--- config.mk ---
export PLATFORM = sky130hd
export DESIGN_NAME = serial_add_ctrl
export DESIGN_NICKNAME = d
export VERILOG_FILES = /design/src/rtl/serial_add_ctrl.sv
export SDC_FILE = /design/constraint.sdc
export NUM_CORES = 1
export LEC_CHECK = 0
export ABC_AREA = 1
export CAP_MARGIN = 10
export CORE_AREA = 2 2 65 67
export DETAILED_ROUTE_END_ITERATION = 10
export DIE_AREA = 0 0 67 69
export HOLD_SLACK_MARGIN = 0.02
export PLACE_DENSITY = 0.73
export SLEW_MARGIN = 20
export SYNTH_ARGS = -nofsm -noshare
export SYNTH_HDL_FRONTEND = slang
export SYNTH_SLANG_ARGS = --single-unit
export TNS_END_PERCENT = 20
--- constraint.sdc ---
create_clock -name clk -period 1.2 [get_ports clk]
set_input_delay 0.18 -clock clk [delete_from_list [all_inputs] [get_ports clk]]
set_output_delay 0.18 -clock clk [all_outputs]
set_load 0.02 [all_outputs]
--- src/rtl/serial_add_ctrl.sv ---
// serial_add_ctrl: bit-serial adder controller.
// One 1-bit full adder is reused once per RUN cycle, LSB first, so a
// WIDTH-bit addition takes WIDTH cycles in RUN plus one cycle in DONE.
// S and Cout are registered and only change on the edge entering DONE.
module serial_add_ctrl #(
  parameter int WIDTH = 8
) (
  input  logic             clk,
  input  logic             rst,
  input  logic             start,
  input  logic [WIDTH-1:0] A,
  input  logic [WIDTH-1:0] B,
  input  logic             Cin,
  output logic             busy,
  output logic             done,
  output logic [WIDTH-1:0] S,
  output logic             Cout
);

  localparam int CW = (WIDTH > 2) ? $clog2(WIDTH) : 1;
  localparam logic [CW-1:0] LAST_BIT = CW'(WIDTH - 1);

  typedef enum logic [1:0] {
    IDLE = 2'd0,
    RUN  = 2'd1,
    DONE = 2'd2
  } state_t;

  state_t          state;
  logic [WIDTH-1:0] a_sr;
  logic [WIDTH-1:0] b_sr;
  logic [WIDTH-1:0] s_sr;
  logic             carry;
  logic [CW-1:0]    cnt;

  logic fa_sum;
  logic fa_carry;

  // The single shared full adder works on the current LSBs and carry.
  assign fa_sum   = a_sr[0] ^ b_sr[0] ^ carry;
  assign fa_carry = (a_sr[0] & b_sr[0]) | (a_sr[0] & carry) | (b_sr[0] & carry);

  // Control FSM and datapath registers; busy/done are registered Moore outputs.
  // NOTE: every register here uses <= so all of them see pre-edge values,
  // which is what makes the shift registers and the counter behave as one step.
  always_ff @(posedge clk) begin
    if (rst) begin
      state <= IDLE;
      busy  <= 1'b0;
      done  <= 1'b0;
      S     <= '0;
      Cout  <= 1'b0;
      a_sr  <= '0;
      b_sr  <= '0;
      s_sr  <= '0;
      carry <= 1'b0;
      cnt   <= '0;
    end else begin
      case (state)
        IDLE: begin
          if (start) begin
            a_sr  <= A;
            b_sr  <= B;
            carry <= Cin;
            cnt   <= '0;
            busy  <= 1'b1;
            state <= RUN;
          end
        end
        RUN: begin
          s_sr  <= {fa_sum, s_sr[WIDTH-1:1]};
          carry <= fa_carry;
          a_sr  <= a_sr >> 1;
          b_sr  <= b_sr >> 1;
          cnt   <= cnt + CW'(1);
          if (cnt == LAST_BIT) begin
            // The final sum bit lands in the MSB in the same edge as the
            // complete word is published.
            S     <= {fa_sum, s_sr[WIDTH-1:1]};
            Cout  <= fa_carry;
            busy  <= 1'b0;
            done  <= 1'b1;
            state <= DONE;
          end
        end
        DONE: begin
          done  <= 1'b0;
          state <= IDLE;
        end
        default: begin
          busy  <= 1'b0;
          done  <= 1'b0;
          state <= IDLE;
        end
      endcase
    end
  end

endmodule

==> results.tsv <==
stage	metric	value	unit
routing	DRC Markers	0	
setup_path	Req. time, crit path	1.02	ns
die	number of I/O pins	31	
finish	Non-Filler Instances	358	
global_route	global-route wire length before repair	5.67	mm
clock_tree	CTS Sinks	40	
global_route	GR Util met2	25.4	%
finish	commonest non-fill, non-tap cells in the layout	nand2_1 (85), nor2_1 (70), dfxtp_1 (36)	
place	DP Area	2180	um^2
finish	commonest non-fill, non-tap cell in the layout	nand2_1	
global_route	initial antenna violation count	0	
clock_tree	Setup Buffers After CTS	0	
setup_path	Worst setup SP type	flip-flop	
die	core area	3910	um^2
synthesis	Synthesized Nets	291	
place	Routability Congestion	0.794	
setup_path	worst path bufs/invs	1	
finish	cell area after layout	2350	um^2
finish	Layout area overhead	33.0	%
place	Port Buffers	30	
die	Die Ht	69	um
synthesis	Mapped Avg Cell Area	6.58	um^2
global_route	largest net degree at the start of global routing	31	
die	num rows	23	
power_and_ir_drop	Leakage	1.18	nW
routing	wire per inst	9.32	um
status	outcome	finished clean	
clock_tree	clock-pin slew on the worst setup and hold paths	0.07	ns
clock_tree	H-tree lvl count	2	
synthesis	Mapped Area	1760	um^2
timing	pin slew with the least headroom to its limit	0.214	ns
timing	Tmin final	1.15	ns
routing	vias	1572	
clock_tree	CTS Root Buffer Type	clkbuf_8	
place	HPWL after DPL	2.30	mm
setup_path	Largest stage delay, worst path	0.34	ns
die	Die X	67	um
global_route	overall global routing resource usage	15.7	%
routing	DRT Pass-1 Iters	4	
finish	nets	330	
finish	share of layout cells above drive strength 1	11.4	%
timing	max-slew violation count	0	
setup_path	critical path's slowest cell	dfxtp_1	
routing	Routed Antenna Nets	0	
routing	vias per inst	4.39	
power_and_ir_drop	pwr dens	1250	nW/um^2
clock_tree	CTS Hold Bufs	0	
routing	Routed WL	3.34	mm
synthesis	sequential area share after synthesis	45.4	%
routing	initial DRC count	69	
timing	headroom to the max-slew limit	85.7	%
die	Initial Util	45.1	%
hold_path	Hold WC Path Type	flip-flop to flip-flop	
clock_tree	Worst-Skew Late Latency	0.30	ns
global_route	total grt overflow	0	
synthesis	area leader, netlist	dfxtp_1	
setup_path	delay-heaviest family, CP	flip-flops	
timing	fmax	868	MHz
global_route	met1 Use GR	18.6	%
clock_tree	Clock Path Buffers	2	
clock_tree	CTS tree	yes	
synthesis	share of the synthesized area in the top cell type	45.4	%
timing	final hold vios	0	
synthesis	synthesis-stage register bit count	40	
finish	ant diodes	0	
synthesis	post-synthesis instance total	268	
setup_path	Worst EP arrival	0.97	ns
synthesis	Yosys cell types	16	
synthesis	Synth area leaders	dfxtp_1 (45%), nand2_1 (19%), nor2_1 (15%)	
global_route	vias in the first global route	1378	
setup_path	Critical Path Fanout Max	2	
global_route	Top Usage Layer GRT	met2	
global_route	met3 usage	3.92	%
setup_path	endpoint type of the worst setup path	primary output	
timing	period utilization	96.0	%
timing	final setup skew	0.00641	ns
die	Die ar.	4620	um^2
job	max_cap viols	0	
setup_path	crit path cell chain	dlygate4sd2_1	
power_and_ir_drop	Max IR drop VDD	664	uV
synthesis	Synthesis Warnings	0	
setup_path	CP Class	flip-flop to primary output	
timing	count of final setup violators	0	
place	number of instances in the placed design	349	
clock_tree	cts bufs inserted	5	
cell families after synthesis:
| kind of cell | synth area share, % |
|---|---|
| AO/OA/AOI/OAI | 4.82 |
| adder cells (fa/ha/maj) | 2.55 |
| buffers and inverters | 10.5 |
| flip-flops | 45.4 |
| AND/OR/NAND/NOR | 36.7 |
worst register-to-register path: cells and delay by family, from the launching register on:
kind,cells,cell delay (ns)
flip-flops,1,0.37
adder cells (fa/ha/maj),2,0.30
buffers and inverters,1,0.17
AND/OR/NAND/NOR,2,0.13
AO/OA/AOI/OAI,1,0.07
registers in the layout, summed over array words and instances, names as in the netlist:
signal / count
Cout: 1
S: 8
a_sr: 8
b_sr: 8
busy: 1
carry: 1
cnt: 3
done: 1
s_sr: 7
state: 2
area by class of cell:
cell class | instances | area (um^2)
clock buffer | 5 | 68.8
clock inverter | 3 | 42.5
fill | 385 | 1570
inverter | 27 | 101
multi-input combinational | 189 | 818
sequential | 40 | 806
tap | 50 | 62.6
timing repair buffer | 44 | 447
worst paths after layout:
check	start	endpoint	slack [ns]	cells after the start
hold / removal	a_sr[7]$_SDFFE_PP0P_	a_sr[7]$_SDFFE_PP0P_	0.46	2
setup / recovery	busy$_SDFFE_PP0P_	busy	0.05	1
hold reg to reg	a_sr[7]$_SDFFE_PP0P_	a_sr[7]$_SDFFE_PP0P_	0.46	2
setup reg to reg	cnt[0]$_SDFFE_PP0P_	Cout$_SDFFE_PP0P_	0.06	6
per-stage QoR:
step | util, % | hold slack [ns] | TNS, ns | worst slack, ns | total power, mW
2_1_floorplan | - | 0.249 | 0 | 0.0326 | 1.72
6_report | 59.9 | 0.457 | 0 | 0.0475 | 2.94
5_1_grt | 59.9 | 0.482 | -0.0317 | -0.0153 | 3.07
3_3_place_gp | 55.7 | 0.449 | -2.70 | -0.119 | 1.86
3_5_place_dp | 55.7 | 0.452 | -3.27 | -0.138 | 1.87
4_1_cts | 58.3 | 0.463 | 0 | 0.0166 | 2.96
power by group:
part	leakage, nW	switching, mW	internal [mW]
combinational	0.797	0.208	0.190
sequential	0.330	0.0373	1.40
clock	0.0541	0.483	0.615
total	1.18	0.728	2.21
Yosys cell counts:
cell type,count
buf_2,4
inv_2,1
clkbuf_1,2
ha_1,2
a21oi_1,6
dfxtp_1,40
buf_6,3
fa_1,1
nand3_1,9
nor2_2,1
nor2_1,71
inv_1,25
clkinv_1,1
buf_4,3
nand2_1,88
o21ai_0,11
per-layer routing:
| metal | share of wire (%) | routed length, um |
|---|---|---|
| met3 | 4.0 | 133 |
| met2 | 46 | 1530 |
| met1 | 48 | 1590 |
| met4 | 2.3 | 78 |
| met5 | 0 | 0 |
what timing repair did:
action,in CTS,in global routing
gates cloned,0,1
endpoints found under the setup margin,15,26
endpoints found under the hold margin,0,0
resized for setup,13,12
pin swaps,0,0
Power figures use the tool's default switching activity.
